<file path="src/rtl/frame_seq_ctrl_pkg.sv">
// rtl/frame_seq_ctrl_pkg.sv - shared state encoding and default widths for the frame sequencer
package audio_ctrl_pkg;

  localparam int ADDR_W_DEF     = 14;
  localparam int CNT_W_DEF      = 8;
  localparam int TO_W_DEF       = 16;
  localparam int FRAME_STEP_DEF = 256;
  localparam int SETTLE_CYC_DEF = 2;

  typedef enum logic [3:0] {
    ST_IDLE,
    ST_SETTLE,
    ST_S_MDCT,
    ST_W_MDCT,
    ST_S_IMDCT,
    ST_W_IMDCT,
    ST_NEXT,
    ST_DONE,
    ST_ERROR
  } state_e;

endpackage

</file>
<file path="src/rtl/frame_seq_ctrl_if.sv">
// rtl/frame_seq_ctrl_if.sv - sequencer to MDCT/IMDCT core handshake bundle
interface frame_seq_ctrl_if #(
  parameter int ADDR_W = audio_ctrl_pkg::ADDR_W_DEF
);
  logic [ADDR_W-1:0] frame_addr;
  logic              start_mdct;
  logic              finish_mdct;
  logic              rstn_mdct;
  logic              start_imdct;
  logic              finish_imdct;
  logic              rstn_imdct;

  modport master (
    output frame_addr, start_mdct, rstn_mdct, start_imdct, rstn_imdct,
    input  finish_mdct, finish_imdct
  );

  modport slave (
    input  frame_addr, start_mdct, rstn_mdct, start_imdct, rstn_imdct,
    output finish_mdct, finish_imdct
  );
endinterface

</file>
<file path="src/rtl/frame_seq_ctrl_watchdog.sv">
// rtl/frame_seq_ctrl_watchdog.sv - saturating per-run completion watchdog
module ctrl_watchdog #(
  parameter int TO_W = audio_ctrl_pkg::TO_W_DEF
) (
  input  logic            clk_in,
  input  logic            rst,
  input  logic            clr,
  input  logic            en,
  input  logic [TO_W-1:0] lim,
  output logic            expired
);
  logic [TO_W-1:0] cnt_q, cnt_d;

  always_comb begin
    cnt_d = cnt_q;
    if (clr) begin
      cnt_d = '0;
    end else if (en && (cnt_q != {TO_W{1'b1}})) begin
      cnt_d = cnt_q + TO_W'(1);
    end
  end

  always_ff @(posedge clk_in) begin
    if (rst) begin
      cnt_q <= '0;
    end else begin
      cnt_q <= cnt_d;
    end
  end

  assign expired = (lim != '0) && (cnt_q == lim);
endmodule

</file>
<file path="src/rtl/frame_seq_ctrl.sv">
// rtl/frame_seq_ctrl.sv - multi-frame MDCT->IMDCT sequencer with watchdog, abort and sticky status
module frame_seq_ctrl
  import audio_ctrl_pkg::*;
#(
  parameter int ADDR_W     = ADDR_W_DEF,
  parameter int CNT_W      = CNT_W_DEF,
  parameter int FRAME_STEP = FRAME_STEP_DEF,
  parameter int SETTLE_CYC = SETTLE_CYC_DEF,
  parameter int TO_W       = TO_W_DEF
) (
  input  logic              clk_in,
  input  logic              rst,
  input  logic              start_sys,
  input  logic              intr_clr_sys,
  input  logic              abort_sys,
  input  logic [ADDR_W-1:0] start_music_addr,
  input  logic [CNT_W-1:0]  num_frames,
  input  logic [TO_W-1:0]   timeout_lim,
  output logic              start_clr_sys,
  output logic              intr_sys,
  output logic              err_sys,
  output logic              busy,
  output logic [CNT_W-1:0]  frame_idx,
  frame_seq_ctrl_if.master  core
);
  localparam int SW = $clog2(SETTLE_CYC + 1);

  state_e            state_q, state_d;
  logic [SW-1:0]     settle_q, settle_d;
  logic [CNT_W-1:0]  count_q, count_d;
  logic [CNT_W-1:0]  idx_q, idx_d;
  logic [ADDR_W-1:0] addr_q, addr_d;
  logic [TO_W-1:0]   lim_q, lim_d;
  logic              start_clr_q, start_clr_d;
  logic              intr_q, intr_d;
  logic              err_q, err_d;
  logic              busy_q, busy_d;
  logic              rstn_q, rstn_d;
  logic              start_mdct_q, start_mdct_d;
  logic              start_imdct_q, start_imdct_d;
  logic              wd_clr, wd_en, wd_expired;

  ctrl_watchdog #(.TO_W(TO_W)) u_watchdog (
    .clk_in  (clk_in),
    .rst     (rst),
    .clr     (wd_clr),
    .en      (wd_en),
    .lim     (lim_q),
    .expired (wd_expired)
  );

  always_comb begin
    state_d       = state_q;
    settle_d      = settle_q;
    count_d       = count_q;
    idx_d         = idx_q;
    addr_d        = addr_q;
    lim_d         = lim_q;
    start_clr_d   = 1'b0;
    start_mdct_d  = 1'b0;
    start_imdct_d = 1'b0;
    intr_d        = intr_q;
    err_d         = err_q;
    // Clear is applied first so a coincident DONE/ERROR set wins.
    if (intr_clr_sys) begin
      intr_d = 1'b0;
      err_d  = 1'b0;
    end
    case (state_q)
      ST_IDLE: begin
        if (start_sys && !intr_q) begin
          addr_d      = start_music_addr;
          count_d     = (num_frames == '0) ? CNT_W'(1) : num_frames;
          lim_d       = timeout_lim;
          idx_d       = '0;
          err_d       = 1'b0;
          start_clr_d = 1'b1;
          settle_d    = '0;
          state_d     = ST_SETTLE;
        end
      end
      ST_SETTLE: begin
        if (settle_q == SW'(SETTLE_CYC - 1)) begin
          state_d = ST_S_MDCT;
        end else begin
          settle_d = settle_q + SW'(1);
        end
      end
      ST_S_MDCT: begin
        start_mdct_d = 1'b1;
        state_d      = ST_W_MDCT;
      end
      ST_W_MDCT: begin
        if (wd_expired)       state_d = ST_ERROR;
        else if (core.finish_mdct) state_d = ST_S_IMDCT;
      end
      ST_S_IMDCT: begin
        start_imdct_d = 1'b1;
        state_d       = ST_W_IMDCT;
      end
      ST_W_IMDCT: begin
        if (wd_expired)        state_d = ST_ERROR;
        else if (core.finish_imdct) state_d = ST_NEXT;
      end
      ST_NEXT: begin
        if (idx_q == count_q - CNT_W'(1)) begin
          state_d = ST_DONE;
        end else begin
          idx_d   = idx_q + CNT_W'(1);
          addr_d  = addr_q + ADDR_W'(FRAME_STEP);
          state_d = ST_S_MDCT;
        end
      end
      ST_DONE: begin
        intr_d  = 1'b1;
        state_d = ST_IDLE;
      end
      ST_ERROR: begin
        intr_d  = 1'b1;
        err_d   = 1'b1;
        state_d = ST_IDLE;
      end
      default: state_d = ST_IDLE;
    endcase
    if (abort_sys && (state_q != ST_IDLE)) begin
      state_d       = ST_IDLE;
      start_mdct_d  = 1'b0;
      start_imdct_d = 1'b0;
    end
    // Watchdog restarts on entry to each start state and counts through start+wait.
    wd_clr = (state_d == ST_S_MDCT) || (state_d == ST_S_IMDCT);
    wd_en  = state_q inside {ST_S_MDCT, ST_W_MDCT, ST_S_IMDCT, ST_W_IMDCT};
    busy_d = (state_d != ST_IDLE);
    rstn_d = (state_d != ST_IDLE);
  end

  always_ff @(posedge clk_in) begin
    if (rst) begin
      state_q       <= ST_IDLE;
      settle_q      <= '0;
      count_q       <= '0;
      idx_q         <= '0;
      addr_q        <= '0;
      lim_q         <= '0;
      start_clr_q   <= 1'b0;
      intr_q        <= 1'b0;
      err_q         <= 1'b0;
      busy_q        <= 1'b0;
      rstn_q        <= 1'b0;
      start_mdct_q  <= 1'b0;
      start_imdct_q <= 1'b0;
    end else begin
      state_q       <= state_d;
      settle_q      <= settle_d;
      count_q       <= count_d;
      idx_q         <= idx_d;
      addr_q        <= addr_d;
      lim_q         <= lim_d;
      start_clr_q   <= start_clr_d;
      intr_q        <= intr_d;
      err_q         <= err_d;
      busy_q        <= busy_d;
      rstn_q        <= rstn_d;
      start_mdct_q  <= start_mdct_d;
      start_imdct_q <= start_imdct_d;
    end
  end

  assign start_clr_sys    = start_clr_q;
  assign intr_sys         = intr_q;
  assign err_sys          = err_q;
  assign busy             = busy_q;
  assign frame_idx        = idx_q;
  assign core.frame_addr  = addr_q;
  assign core.start_mdct  = start_mdct_q;
  assign core.start_imdct = start_imdct_q;
  assign core.rstn_mdct   = rstn_q;
  assign core.rstn_imdct  = rstn_q;
endmodule

</file>
<file path="src/flat_wrapper.sv">
// flat-port wrapper written by rule: the top's interface ports become plain ports
module frame_seq_ctrl_flat import audio_ctrl_pkg::*;
#(
  parameter int ADDR_W     = ADDR_W_DEF,
  parameter int CNT_W      = CNT_W_DEF,
  parameter int FRAME_STEP = FRAME_STEP_DEF,
  parameter int SETTLE_CYC = SETTLE_CYC_DEF,
  parameter int TO_W       = TO_W_DEF
)
  (clk_in, rst, start_sys, intr_clr_sys, abort_sys, start_music_addr, num_frames, timeout_lim, start_clr_sys, intr_sys, err_sys, busy, frame_idx, core_frame_addr, core_start_mdct, core_rstn_mdct, core_start_imdct, core_rstn_imdct, core_finish_mdct, core_finish_imdct);
  frame_seq_ctrl_if #(.ADDR_W(ADDR_W)) core_i ();
  input  logic clk_in;
  input  logic rst;
  input  logic start_sys;
  input  logic intr_clr_sys;
  input  logic abort_sys;
  input  logic [ADDR_W-1:0] start_music_addr;
  input  logic [CNT_W-1:0] num_frames;
  input  logic [TO_W-1:0] timeout_lim;
  output logic start_clr_sys;
  output logic intr_sys;
  output logic err_sys;
  output logic busy;
  output logic [CNT_W-1:0] frame_idx;
  output wire logic [$bits(core_i.frame_addr)-1:0] core_frame_addr;
  output wire logic [$bits(core_i.start_mdct)-1:0] core_start_mdct;
  output wire logic [$bits(core_i.rstn_mdct)-1:0] core_rstn_mdct;
  output wire logic [$bits(core_i.start_imdct)-1:0] core_start_imdct;
  output wire logic [$bits(core_i.rstn_imdct)-1:0] core_rstn_imdct;
  input wire logic [$bits(core_i.finish_mdct)-1:0] core_finish_mdct;
  input wire logic [$bits(core_i.finish_imdct)-1:0] core_finish_imdct;
  assign core_frame_addr = core_i.frame_addr;
  assign core_start_mdct = core_i.start_mdct;
  assign core_rstn_mdct = core_i.rstn_mdct;
  assign core_start_imdct = core_i.start_imdct;
  assign core_rstn_imdct = core_i.rstn_imdct;
  assign core_i.finish_mdct = core_finish_mdct;
  assign core_i.finish_imdct = core_finish_imdct;
  frame_seq_ctrl #(.ADDR_W(ADDR_W), .CNT_W(CNT_W), .FRAME_STEP(FRAME_STEP), .SETTLE_CYC(SETTLE_CYC), .TO_W(TO_W)) u_core (.clk_in(clk_in), .rst(rst), .start_sys(start_sys), .intr_clr_sys(intr_clr_sys), .abort_sys(abort_sys), .start_music_addr(start_music_addr), .num_frames(num_frames), .timeout_lim(timeout_lim), .start_clr_sys(start_clr_sys), .intr_sys(intr_sys), .err_sys(err_sys), .busy(busy), .frame_idx(frame_idx), .core(core_i));
endmodule
</file>
<file path="config.mk">
export PLATFORM = sky130hd
export DESIGN_NAME = frame_seq_ctrl_flat
export DESIGN_NICKNAME = d
export VERILOG_FILES = /design/src/rtl/frame_seq_ctrl_pkg.sv /design/src/rtl/frame_seq_ctrl_if.sv /design/src/rtl/frame_seq_ctrl_watchdog.sv /design/src/rtl/frame_seq_ctrl.sv /design/src/flat_wrapper.sv
export SDC_FILE = /design/constraint.sdc
export NUM_CORES = 1
export LEC_CHECK = 0
export ABC_CLOCK_PERIOD_IN_PS = 2800
export BUFFER_PORTS_ARGS = -buffer_cell sky130_fd_sc_hd__buf_2
export CAP_MARGIN = 10
export CELL_PAD_IN_SITES_DETAIL_PLACEMENT = 1
export CELL_PAD_IN_SITES_GLOBAL_PLACEMENT = 2
export CORE_MARGIN = 2
export CORE_UTILIZATION = 29
export DETAILED_ROUTE_END_ITERATION = 10
export PLACE_DENSITY = 0.78
export RECOVER_POWER = 25
export SYNTH_ARGS = -nofsm -noshare
export SYNTH_HDL_FRONTEND = slang
export SYNTH_HIERARCHICAL = 1
export SYNTH_SLANG_ARGS = --single-unit
</file>
<file path="constraint.sdc">
create_clock -name clk_in -period 2.8 [get_ports clk_in]
set_input_delay 0.14 -clock clk_in [delete_from_list [all_inputs] [get_ports clk_in]]
set_output_delay 0.14 -clock clk_in [all_outputs]
set_load 0.01 [all_outputs]
</file>
==> results.md <==
* Status: finished clean
* EDFF count, synth at 0
* Mean Syn Cell Area at 8.07 µm²
* Yosys Warn Count at 6
* Power density cells at 548 nW/µm²
* Initial DRC count at 119
* Tightest Pin Transition at 0.875 ns
* Min-delay worst type: in2reg
* Slew headroom at 40.9%
* Most common library cells after synthesis: 89 x nand2_1, 74 x dfxtp_1, 56 x a21oi_1
* Crit end category: flip-flop
* Largest net degree at the start of global routing at 44
* Mapped Cells at 486
* Starting Density at 29.6%
* Filler cell count at 1623
* Area contributors post-synth: dfxtp_1 38%, nand2_1 8.5%, a21oi_1 7.1%, xor2_1 4.5%, nor2_1 2.9%
* Layout cell share with drive strength beyond 1 at 25.1%
* Leading area contributor after synthesis: dfxtp_1
* Synth unique cells at 64
* Register area at 1490 µm²
* VDD IR-drop max at 214 µV
* Final Setup Violations at 0
* # Max-Cap Violations at 0
* WS Path Type: reg2reg
* Fin. Hold Viols at 0
* Count leader, synth: nand2_1
* H-tree depth at 3
* Io pins at 75
* Cell Chain, Critical Path: xor2_2 -> nor4_2 -> nand4_1 -> nor2_2 -> buf_4 -> a21oi_1 -> a21oi_1 -> or2_4 -> buf_4 -> a211oi_2 -> or2_4 -> or4_4 -> nand2_2
* FF+latch count, synth at 74
* Post-synth top flop: dfxtp_1
* Worst setup SP type: flip-flop
* Root buf cell: clkbuf_16
* FFs w/ async S/R, synth at 0%
* Die Ht at 120 µm
* Gpl congestion at 0.831
* Period utilization at 96.4%
* Post-Syn Nets at 536
* Slowest-stage cell, CP: or4_4
* All-Layer GR Usage at 18.2%
* Drt pass-1 iters at 4
* Pins over their slew limit at 0
* Global-route wire length before repair at 20900 µm
* Core area at 13200 µm²
* Die area at 14500 µm²
* Dpl hpwl at 9070 µm
* Final wirelength at 12700 µm
* Ant diodes at 0
* TritonCTS clock tree: done
* Fin crit period at 2.70 ns
* Nets at 636
* Clock Latency Late Sink at 0.34 ns
* Final Core Density at 38.2%
* DRC Markers at 0
* Slowest stage delay, CP at 0.42 ns
* Area delta synth->final at 29.2%
* Initial antenna violation count at 0
* Multi-input gate area at 2370 µm²
* Crit path max fanout at 3
* Via count at 4003
* Row count at 42
* Worst Clk Skew at 0.00564 ns
* Hold slack at 0.0334 ns
* Detail-routed via count per cell at 5.23
* Post-route ant nets at 0
* Critical path data arrival time at 2.99 ns
* Total clock sinks at 74
* Clock transition at path regs at 0.06 ns
* Crit path required time at 3.09 ns
* Leakage at 2.01 nW
* Vias in the first global route at 4225
* Total grt overflow at 0
* DR WL/cell at 16.5 µm
* Longest Clk Path Bufs at 2
* Number of buffers created by CTS at 9
* Die width at 120 µm
* Top-area cell type share of the netlist area at 37.8%
* Netlist Area Pre-Place at 3920 µm²
* Sequential share of the synthesized area at 37.8%
* I/O Buffers at 74
* Max Clk Rate at 370 MHz
==> per-layer routing <==
layer	share of wire (%)	track usage [%]	wire (µm)	up-vias
li1	-	-	-	1951
met1	46	22.4	5790	1967
met2	49	31.4	6200	64
met3	2.8	2.83	360	21
met4	2.4	8.14	298	0
met5	0	0	0	-
==> critical path: cells and delay by family, from the launching register on <==
family / cells / cell delay, ns
simple gates: 7 / 1.57
flops: 1 / 0.33
compound gates: 3 / 0.31
buf+inv: 2 / 0.26
xor+xnor: 1 / 0.17
==> timing repair <==
item	CTS	global route
setup buffers	3	2
pin swaps	8	17
hold buffers	0	0
endpoints found under the hold margin	0	0
resized for setup	15	13
setup endpoints to repair	16	14
==> layout make-up <==
cell class	count	area share, %
timing repair buffer	119	13.4
clock inverter	2	0.247
inverter	7	0.519
tap	176	4.35
clock buffer	13	5.14
sequential	74	29.5
multi-input combinational	375	46.9
==> path summary, 6_finish.rpt <==
path         depth (start not counted)  slack, ns                      start                         end
min reg2reg                          2       0.46  u_core/core.frame_addr[4]   u_core/core.frame_addr[4]
min                                  3       0.03            timeout_lim[12]            u_core/lim_q[12]
max reg2reg                         13       0.10           u_core/lim_q[15]  u_core/u_watchdog/cnt_q[7]
max                                 13       0.10           u_core/lim_q[15]  u_core/u_watchdog/cnt_q[7]
==> kinds of logic after synthesis <==
| family | share of synthesized area, % |
|---|---|
| xor gates and xnor gates | 6.03 |
| and+or+nand+nor | 28.6 |
| DFF | 37.8 |
| muxes | 2.55 |
| adders and majority gates | 1.60 |
| buffers and inverters | 4.05 |
| AOI/OAI and AO/OA | 19.4 |
==> registers in the layout (all words and copies together) (netlist names), 2 cells and up <==
name                     count
u_core/state_q               4
u_core/frame_idx             8
u_core/settle_q              2
u_core/core.frame_addr      14
u_core/count_q               8
u_core/lim_q                16
u_core/u_watchdog/cnt_q     16
==> per-stage QoR <==
step / power, mW / TNS [ns] / setup WS (ns) / instances / area [µm²]
floorplan: 1.50 / 0 / 0.0300 / 486 / 3940
global placement: 1.67 / -0.00195 / -0.00195 / 746 / 4700
detailed placement: 1.68 / -0.543 / -0.131 / 746 / 4700
CTS: 2.80 / 0 / 0.00684 / 764 / 5040
global route: 2.91 / -0.0734 / -0.0596 / 766 / 5060
finish: 2.77 / 0 / 0.101 / 766 / 5060
==> placed cells by master, fill, tap and decap left out, types with 7 or more instances in the layout <==
cell type,n
nand2_1,88
dfxtp_1,68
a21oi_1,54
buf_2,50
buf_4,43
clkbuf_1,27
nor2_1,27
xor2_1,19
nor4_1,15
nand3_1,15
or3_1,12
mux2i_1,10
clkbuf_16,9
o21ai_0,8
nor3_1,8
inv_1,7
xnor2_1,7
nand4_1,7
==> report_power, final <==
part	total [mW]	internal [mW]	switching, mW	leakage, nW
Combinational	0.511	0.222	0.289	1.27
Sequential	1.17	1.11	0.0633	0.606
Clock	1.09	0.643	0.447	0.132
Total	2.77	1.98	0.799	2.01
No activity file was read; power rests on OpenSTA's default activity.
